`src/rtl/ln_pkg.sv`:
```
// Shared constants, series coefficients and sequencer state type for the ln(1+x) cores.
package ln_pkg;
    localparam logic [31:0] ONE         = 32'h3f800000;
    localparam logic [31:0] ONE_HALF    = 32'h3f000000;
    localparam logic [31:0] ONE_THIRD   = 32'h3eaaaaab;
    localparam logic [31:0] ONE_FOURTH  = 32'h3e800000;
    localparam logic [31:0] ONE_FIFTH   = 32'h3e4ccccd;
    localparam logic [31:0] ONE_SIXTH   = 32'h3e2aaaab;
    localparam logic [31:0] ONE_SEVENTH = 32'h3e124925;
    localparam logic [31:0] ONE_EIGHTH  = 32'h3e000000;

    typedef enum logic [2:0] {
        IDLE, MUL_ISSUE, MUL_WAIT, ADD_ISSUE, ADD_WAIT, DONE
    } ln_seq_state_t;

    // c[k] = (-1)^(k+1)/k: even k carries the sign bit, so subtraction is a signed add.
    function automatic logic [31:0] coeff(input logic [3:0] k);
        logic [30:0] mag;
        case (k)
            4'd1:    mag = ONE[30:0];
            4'd2:    mag = ONE_HALF[30:0];
            4'd3:    mag = ONE_THIRD[30:0];
            4'd4:    mag = ONE_FOURTH[30:0];
            4'd5:    mag = ONE_FIFTH[30:0];
            4'd6:    mag = ONE_SIXTH[30:0];
            4'd7:    mag = ONE_SEVENTH[30:0];
            4'd8:    mag = ONE_EIGHTH[30:0];
            default: mag = '0;
        endcase
        return {~k[0], mag};
    endfunction
endpackage

```
`src/rtl/fp_add.sv`:
```
// Single-precision adder, round-to-nearest-even, denormals flushed to zero.
// Free-running fixed-latency pipeline: result appears LAT cycles after the operands.
module fp_add #(
    parameter int unsigned LAT = 14
) (
    input  logic        clk,
    input  logic [31:0] a,
    input  logic [31:0] b,
    output logic [31:0] s
);
    logic [31:0] big, sml, res;
    logic [23:0] mb, ms;
    logic [7:0]  d;
    logic [26:0] mx, shf, sh, n;
    logic [27:0] sum;
    logic [24:0] r;
    logic        inc;
    int unsigned lz;
    int          e;
    logic [31:0] pipe [LAT];

    always_comb begin
        if (a[30:0] >= b[30:0]) begin big = a; sml = b; end
        else begin big = b; sml = a; end
        mb  = (big[30:23] == '0) ? '0 : {1'b1, big[22:0]};
        ms  = (sml[30:23] == '0) ? '0 : {1'b1, sml[22:0]};
        d   = big[30:23] - sml[30:23];
        mx  = {ms, 3'b000};
        shf = mx >> d;
        // Bits shifted out of the smaller operand fold into the sticky bit.
        sh  = (d >= 8'd27) ? {26'd0, |ms} : {shf[26:1], shf[0] | (|(mx & ~({27{1'b1}} << d)))};
        if (big[31] == sml[31]) sum = {1'b0, mb, 3'b000} + {1'b0, sh};
        else sum = {1'b0, mb, 3'b000} - {1'b0, sh};
        lz = 0;
        for (int unsigned i = 0; i < 27; i++) if (sum[i]) lz = 26 - i;
        if (sum[27]) begin
            n = {sum[27:2], sum[1] | sum[0]};
            e = int'(big[30:23]) + 1;
        end else begin
            n = sum[26:0] << lz;
            e = int'(big[30:23]) - int'(lz);
        end
        inc = n[2] & (n[1] | n[0] | n[3]);
        r   = {1'b0, n[26:3]} + 25'(inc);
        if (r[24]) e = e + 1;
        if (sum == '0) res = {a[31] & b[31], 31'd0};
        else if (e <= 0) res = {big[31], 31'd0};
        else if (e >= 255) res = {big[31], 8'hff, 23'd0};
        else res = {big[31], e[7:0], r[24] ? r[23:1] : r[22:0]};
    end

    always_ff @(posedge clk) begin
        pipe[0] <= res;
        for (int unsigned i = 1; i < LAT; i++) pipe[i] <= pipe[i-1];
    end

    assign s = pipe[LAT-1];
endmodule

```
`src/rtl/fp_mult.sv`:
```
// Single-precision multiplier, round-to-nearest-even, denormals flushed to zero.
// Free-running fixed-latency pipeline: result appears LAT cycles after the operands.
module fp_mult #(
    parameter int unsigned LAT = 11
) (
    input  logic        clk,
    input  logic [31:0] a,
    input  logic [31:0] b,
    output logic [31:0] p
);
    logic [47:0] m;
    logic [22:0] frac;
    logic        grd, stk;
    logic [24:0] r;
    int          e;
    logic [31:0] res;
    logic [31:0] pipe [LAT];

    always_comb begin
        m = {1'b1, a[22:0]} * {1'b1, b[22:0]};
        e = int'(a[30:23]) + int'(b[30:23]) - 127;
        if (m[47]) begin
            e    = e + 1;
            frac = m[46:24];
            grd  = m[23];
            stk  = |m[22:0];
        end else begin
            frac = m[45:23];
            grd  = m[22];
            stk  = |m[21:0];
        end
        r = {2'b01, frac} + 25'(grd & (stk | frac[0]));
        if (r[24]) e = e + 1;
        if (a[30:23] == '0 || b[30:23] == '0 || e <= 0) res = {a[31] ^ b[31], 31'd0};
        else if (e >= 255) res = {a[31] ^ b[31], 8'hff, 23'd0};
        else res = {a[31] ^ b[31], e[7:0], r[24] ? r[23:1] : r[22:0]};
    end

    always_ff @(posedge clk) begin
        pipe[0] <= res;
        for (int unsigned i = 1; i < LAT; i++) pipe[i] <= pipe[i-1];
    end

    assign p = pipe[LAT-1];
endmodule

```
`src/rtl/ln_op_timer.sv`:
```
// Issue/wait down-counter: loaded when an operation is issued, flags the final wait cycle.
module ln_op_timer #(
    parameter int unsigned MAX_LAT = 14,
    localparam int unsigned W = $clog2(MAX_LAT + 1)
) (
    input  logic         clk,
    input  logic         rst_n,
    input  logic         load,
    input  logic [W-1:0] lat,
    output logic         last
);
    logic [W-1:0] cnt;

    always_ff @(posedge clk or negedge rst_n) begin
        if (!rst_n) cnt <= '0;
        else if (load) cnt <= lat;
        else if (cnt != '0) cnt <= cnt - 1'b1;
    end

    assign last = (cnt == W'(1));
endmodule

```
`src/rtl/ln1p_series_seq.sv`:
```
// Sequential ln(1+x) series core: Horner evaluation on one shared multiplier and adder.
import ln_pkg::*;

module ln1p_series_seq #(
    parameter int unsigned N_TERMS    = 5,
    parameter int unsigned MULT_LAT   = 11,
    parameter int unsigned ADD_LAT    = 14,
    parameter logic [31:0] ERR_RESULT = 32'h7fc00000
) (
    input  logic        clk,
    input  logic        rst_n,
    input  logic [31:0] x,
    input  logic        start,
    output logic        busy,
    output logic [31:0] ln,
    output logic        done,
    output logic        error
);
    localparam int unsigned MAX_LAT = (MULT_LAT > ADD_LAT) ? MULT_LAT : ADD_LAT;
    localparam int unsigned TW      = $clog2(MAX_LAT + 1);

    if (N_TERMS < 2 || N_TERMS > 8) begin : g_bad_terms
        $error("ln1p_series_seq: N_TERMS must be in 2..8");
    end

    ln_seq_state_t state;
    logic [31:0]   x_q, acc, coef, mul_p, add_s;
    logic [3:0]    k;
    logic          tmr_load, tmr_last;
    logic [TW-1:0] tmr_lat;

    assign coef     = coeff(k);
    assign tmr_load = (state == MUL_ISSUE) || (state == ADD_ISSUE);
    assign tmr_lat  = (state == MUL_ISSUE) ? TW'(MULT_LAT) : TW'(ADD_LAT);

    fp_mult #(.LAT(MULT_LAT)) u_mult (.clk(clk), .a(acc), .b(x_q), .p(mul_p));
    fp_add  #(.LAT(ADD_LAT))  u_add  (.clk(clk), .a(acc), .b(coef), .s(add_s));

    ln_op_timer #(.MAX_LAT(MAX_LAT)) u_timer (
        .clk(clk), .rst_n(rst_n), .load(tmr_load), .lat(tmr_lat), .last(tmr_last)
    );

    // Operands come straight from acc/x_q/k, which stay frozen through each WAIT.
    always_ff @(posedge clk or negedge rst_n) begin
        if (!rst_n) begin
            state <= IDLE;
            x_q   <= '0;
            acc   <= '0;
            k     <= '0;
            ln    <= '0;
            done  <= 1'b0;
            error <= 1'b0;
            busy  <= 1'b0;
        end else begin
            done <= 1'b0;
            case (state)
                IDLE: if (start) begin
                    x_q  <= x;
                    busy <= 1'b1;
                    if ({1'b0, x[30:0]} >= ONE) begin
                        state <= DONE;
                        done  <= 1'b1;
                        error <= 1'b1;
                        ln    <= ERR_RESULT;
                    end else begin
                        state <= MUL_ISSUE;
                        acc   <= coeff(4'(N_TERMS));
                        k     <= 4'(N_TERMS - 1);
                    end
                end
                MUL_ISSUE: state <= MUL_WAIT;
                MUL_WAIT: if (tmr_last) begin
                    acc <= mul_p;
                    if (k != '0) state <= ADD_ISSUE;
                    else begin
                        state <= DONE;
                        done  <= 1'b1;
                        error <= 1'b0;
                        ln    <= mul_p;
                    end
                end
                ADD_ISSUE: state <= ADD_WAIT;
                ADD_WAIT: if (tmr_last) begin
                    acc   <= add_s;
                    k     <= k - 4'd1;
                    state <= MUL_ISSUE;
                end
                DONE: begin
                    state <= IDLE;
                    busy  <= 1'b0;
                end
                default: state <= IDLE;
            endcase
        end
    end
endmodule
```
`config.mk`:
```
export PLATFORM = sky130hd
export DESIGN_NAME = ln1p_series_seq
export DESIGN_NICKNAME = d
export VERILOG_FILES = /design/src/rtl/ln_pkg.sv /design/src/rtl/fp_add.sv /design/src/rtl/fp_mult.sv /design/src/rtl/ln_op_timer.sv /design/src/rtl/ln1p_series_seq.sv
export SDC_FILE = /design/constraint.sdc
export NUM_CORES = 2
export LEC_CHECK = 0
export ABC_AREA = 1
export BUFFER_PORTS_ARGS = -buffer_cell sky130_fd_sc_hd__buf_2
export CAP_MARGIN = 20
export CORE_AREA = 3 3 324 326
export CTS_BUF_LIST = sky130_fd_sc_hd__clkbuf_8
export DETAILED_ROUTE_END_ITERATION = 7
export DIE_AREA = 0 0 327 329
export PLACE_DENSITY = 0.67
export SLEW_MARGIN = 20
export SYNTH_ARGS = -nofsm -noshare
export SYNTH_HDL_FRONTEND = slang
export SYNTH_SLANG_ARGS = --single-unit
```
`constraint.sdc`:
```
create_clock -name clk -period 11.83 [get_ports clk]
set_input_delay 1.183 -clock clk [delete_from_list [all_inputs] [get_ports clk]]
set_output_delay 1.183 -clock clk [all_outputs]
set_load 0.005 [all_outputs]
```
==> impl_metrics.json <==
{
  "start_kind": "register",
  "ys_seq_area_share_pct": 36.8,
  "dieArea_um2": 108000,
  "wl_um": 138000,
  "dr.pass1.iters": 6,
  "synthAdderAreaFrac_pct": 26.0,
  "rows": 117,
  "hold_path_class": "register to register",
  "path_clk_slew_ps": 80,
  "synth_ff_type": "dfxtp_1",
  "synthArstFlopShare_pct": 12.1,
  "drive_above_1_share_pct": 15.8,
  "synth_top_family_by_area": "adder cells",
  "topRoutingLayerUsed": "met5",
  "dieHeight_um": 329,
  "status": "completed",
  "reg2reg_depth": 91,
  "cts_root_buf": "clkbuf_8",
  "endpoint": "u_add.pipe[0][4]",
  "antenna_found_initial": 4,
  "slowest_delay_ps": 360,
  "worstSetupPathType": "register to register",
  "cts_buffer_depth": 3,
  "worst_path_max_delay_cell": "dfrtp_1",
  "layout_common_cells": "1,420 x nand2_1, 1,081 x inv_1, 800 x dfxtp_1",
  "worstPathMaxFanout": 8,
  "die_w_um": 327,
  "synth_compound_area_share_pct": 5.47,
  "multi_input_comb_area_um2": 27900,
  "via_per_inst": 5.03,
  "worstPathArrival_ps": 11880,
  "synthSimpleGateAreaFrac_pct": 19.5,
  "post-route-drc-count": 0,
  "cts_num_sinks": 910,
  "path_common_cell": "nand2_1",
  "critPathCaptureType": "register",
  "grt_pass1_wl_um": 217000,
  "gp_congestion": 0.999,
  "core-area_um2": 102000,
  "p_leak_nw": 30.9,
  "finalMaxSlewViolations": 0,
  "wl_met2_um": 63600,
  "yosysWarnings": 0,
  "synthCells": 5962,
  "fin_worst_skew_ps": 86.0,
  "synth_area_um2": 51000,
  "cts_tree": "done",
  "synth_edf_count": 0,
  "min_period_over_period_pct": 94.9,
  "setup_slack_ps": 607,
  "syn_area_per_cell_um2": 8.56,
  "synth_xor_area_share_pct": 2.25,
  "ys_ff_latch": 910,
  "slew_headroom_pct": 36.9,
  "mostFrequentLayoutCell": "nand2_1",
  "wl_met3_um": 9430,
  "whs_ps": 270,
  "numCtsBuffers": 134,
  "fillers": 9059,
  "grt_max_degree": 59,
  "setup_viol": 0,
  "nNetsFinal": 7199,
  "drv_cap": 0,
  "placedCellCount": 7582,
  "vdd_ir_drop_max_v": 0.000209,
  "hpwl_um": 109000,
  "pin_count": 70,
  "synth_nets": 6766,
  "rr_endpoint": "u_add.pipe[0][4]",
  "ctsHtreeMaxLevel": 4,
  "io_buffers": 69,
  "muxShareOfSynthArea_pct": 0.0196,
  "clk_latency_ps": 830,
  "num_vias": 39600,
  "reg2reg_slack_ps": 610,
  "drtIter0Drc": 3022,
  "p_per_area_nw_per_um2": 144,
  "r2r_start": "k[0]",
  "tightestPinTransition_ps": 944,
  "grt_pass1_vias": 39600,
  "post-place-ws_ps": -291,
  "wire_per_inst_um": 17.5,
  "synth_cell_types": 64,
  "worstPathRequired_ps": 12490,
  "hold_viol": 0,
  "holdCritStartpoint": "u_mult.pipe[3][20]",
  "ant_nets": 0,
  "min_period_ps": 11220,
  "globalRouteOverflowTotal": 0,
  "crit_start": "k[0]",
  "syn2layout_area_growth_pct": 16.1,
  "met1_length_um": 59900,
  "final_cells": 7868,
  "ff_latch_area_um2": 18800,
  "initial_core_util_pct": 50.0,
  "max_freq_mhz": 89.1,
  "globalRouteTotalUtil_pct": 25.9
}
## through the flow
step | utilization [%] | TNS (ps) | power (W) | area (um2)
2_1_floorplan | - | 0 | 0.00527 | 51000
3_3_place_gp | 54.1 | -5060 | 0.00593 | 55200
3_5_place_dp | 54.1 | -6920 | 0.00596 | 55200
4_1_cts | 56.9 | 0 | 0.00857 | 58100
5_1_grt | 58.1 | -3350 | 0.00914 | 59200
6_report | 58.1 | 0 | 0.00856 | 59200
## critical path: cells and delay by family, from the launching register on
kind / cells / cell delay [ps]
and+or+nand+nor: 51 / 5200
xor gates and xnor gates: 1 / 270
buffers and inverters: 24 / 2910
AOI/OAI and AO/OA: 11 / 1450
adders and majority gates: 4 / 810
DFF: 1 / 360
## power breakdown
part	internal [W]	switching, W	total (W)	leakage [nW]
Clock	0.00136	0.00120	0.00256	1.58
Sequential	0.00336	0.000106	0.00347	7.76
Combinational	0.000911	0.00162	0.00253	21.5
Total	0.00563	0.00293	0.00856	30.9
## logic make-up after synthesis
kind of cell / count (synthesis)
mux: 1
xor+xnor: 130
buf+inv: 1302
simple gates: 2346
fa+ha+maj: 769
compound gates: 504
flops: 910
## synthesized netlist by cell type (9+ instances only)
cell      number  area share [%]
inv_1       1044             7.7
nand3_1      356             3.5
a31oi_1       18            0.22
dfrtp_1      110             5.4
a211oi_1      13            0.19
a41oi_1       12            0.21
ha_1         284             7.0
nor2_2        30            0.37
nand4_1       49            0.60
nand2_2       26            0.32
or2_2         17            0.21
clkinv_1       9           0.066
nor2_1       302             2.2
buf_6         11            0.24
nor4_1        12            0.15
fa_1         485              19
nor3_1        52            0.51
a21oi_1      193             1.9
nand3_2       12            0.24
o211ai_1       9            0.13
o31ai_1       15            0.22
xnor2_1       38            0.65
buf_2         22            0.22
xor2_1        91             1.6
o21ai_1       24            0.24
nor2_4         9            0.20
dfxtp_1      800              31
nand2_1     1458              11
buf_4         19            0.28
o21ai_0      185             1.8
inv_2         29            0.21
clkbuf_1     157             1.2
## worst min path at each step
stage	endpoint	slack, ps	depth (start not counted)
detailed placement	u_mult.pipe[2][25]	310	0
CTS	u_mult.pipe[4][20]	260	0
finish	u_mult.pipe[4][20]	270	0
global placement	u_add.pipe[1][98]	310	0
global route	u_mult.pipe[8][4]	270	0
floorplan	u_add.pipe[0][100]	310	0
## routing by layer
layer,vias to the layer above,track usage (%)
li1,19100,-
met4,2,9.27
met2,1328,42.1
met3,253,4.64
met5,-,0
met1,18900,34.7
## timing repair
item	CTS	global route
endpoints found under the setup margin	41	62
setup buffers	3	38
hold buffers	0	0
gates resized for setup	12	219
cloned	0	5
pin swaps	2	73
## flip-flops by register name, indices dropped and copies added (netlist names)
register	flops
busy	1
state	3
u_timer.cnt	4
u_mult.pipe	352
u_add.pipe	448
x_q	32
k	4
acc	32
error	1
done	1
ln	32
## final cells by class
cell class | instances | share of cell area [%]
repair buffers | 515 | 6.75
multi-input cells | 3750 | 47.1
flip-flops and latches | 910 | 31.7
clock buffers | 156 | 3.62
well taps | 1368 | 2.89
clock inverters | 84 | 1.07
diodes | 1 | 0.00422
inverters | 1084 | 6.88
Power figures use the tool's default switching activity.
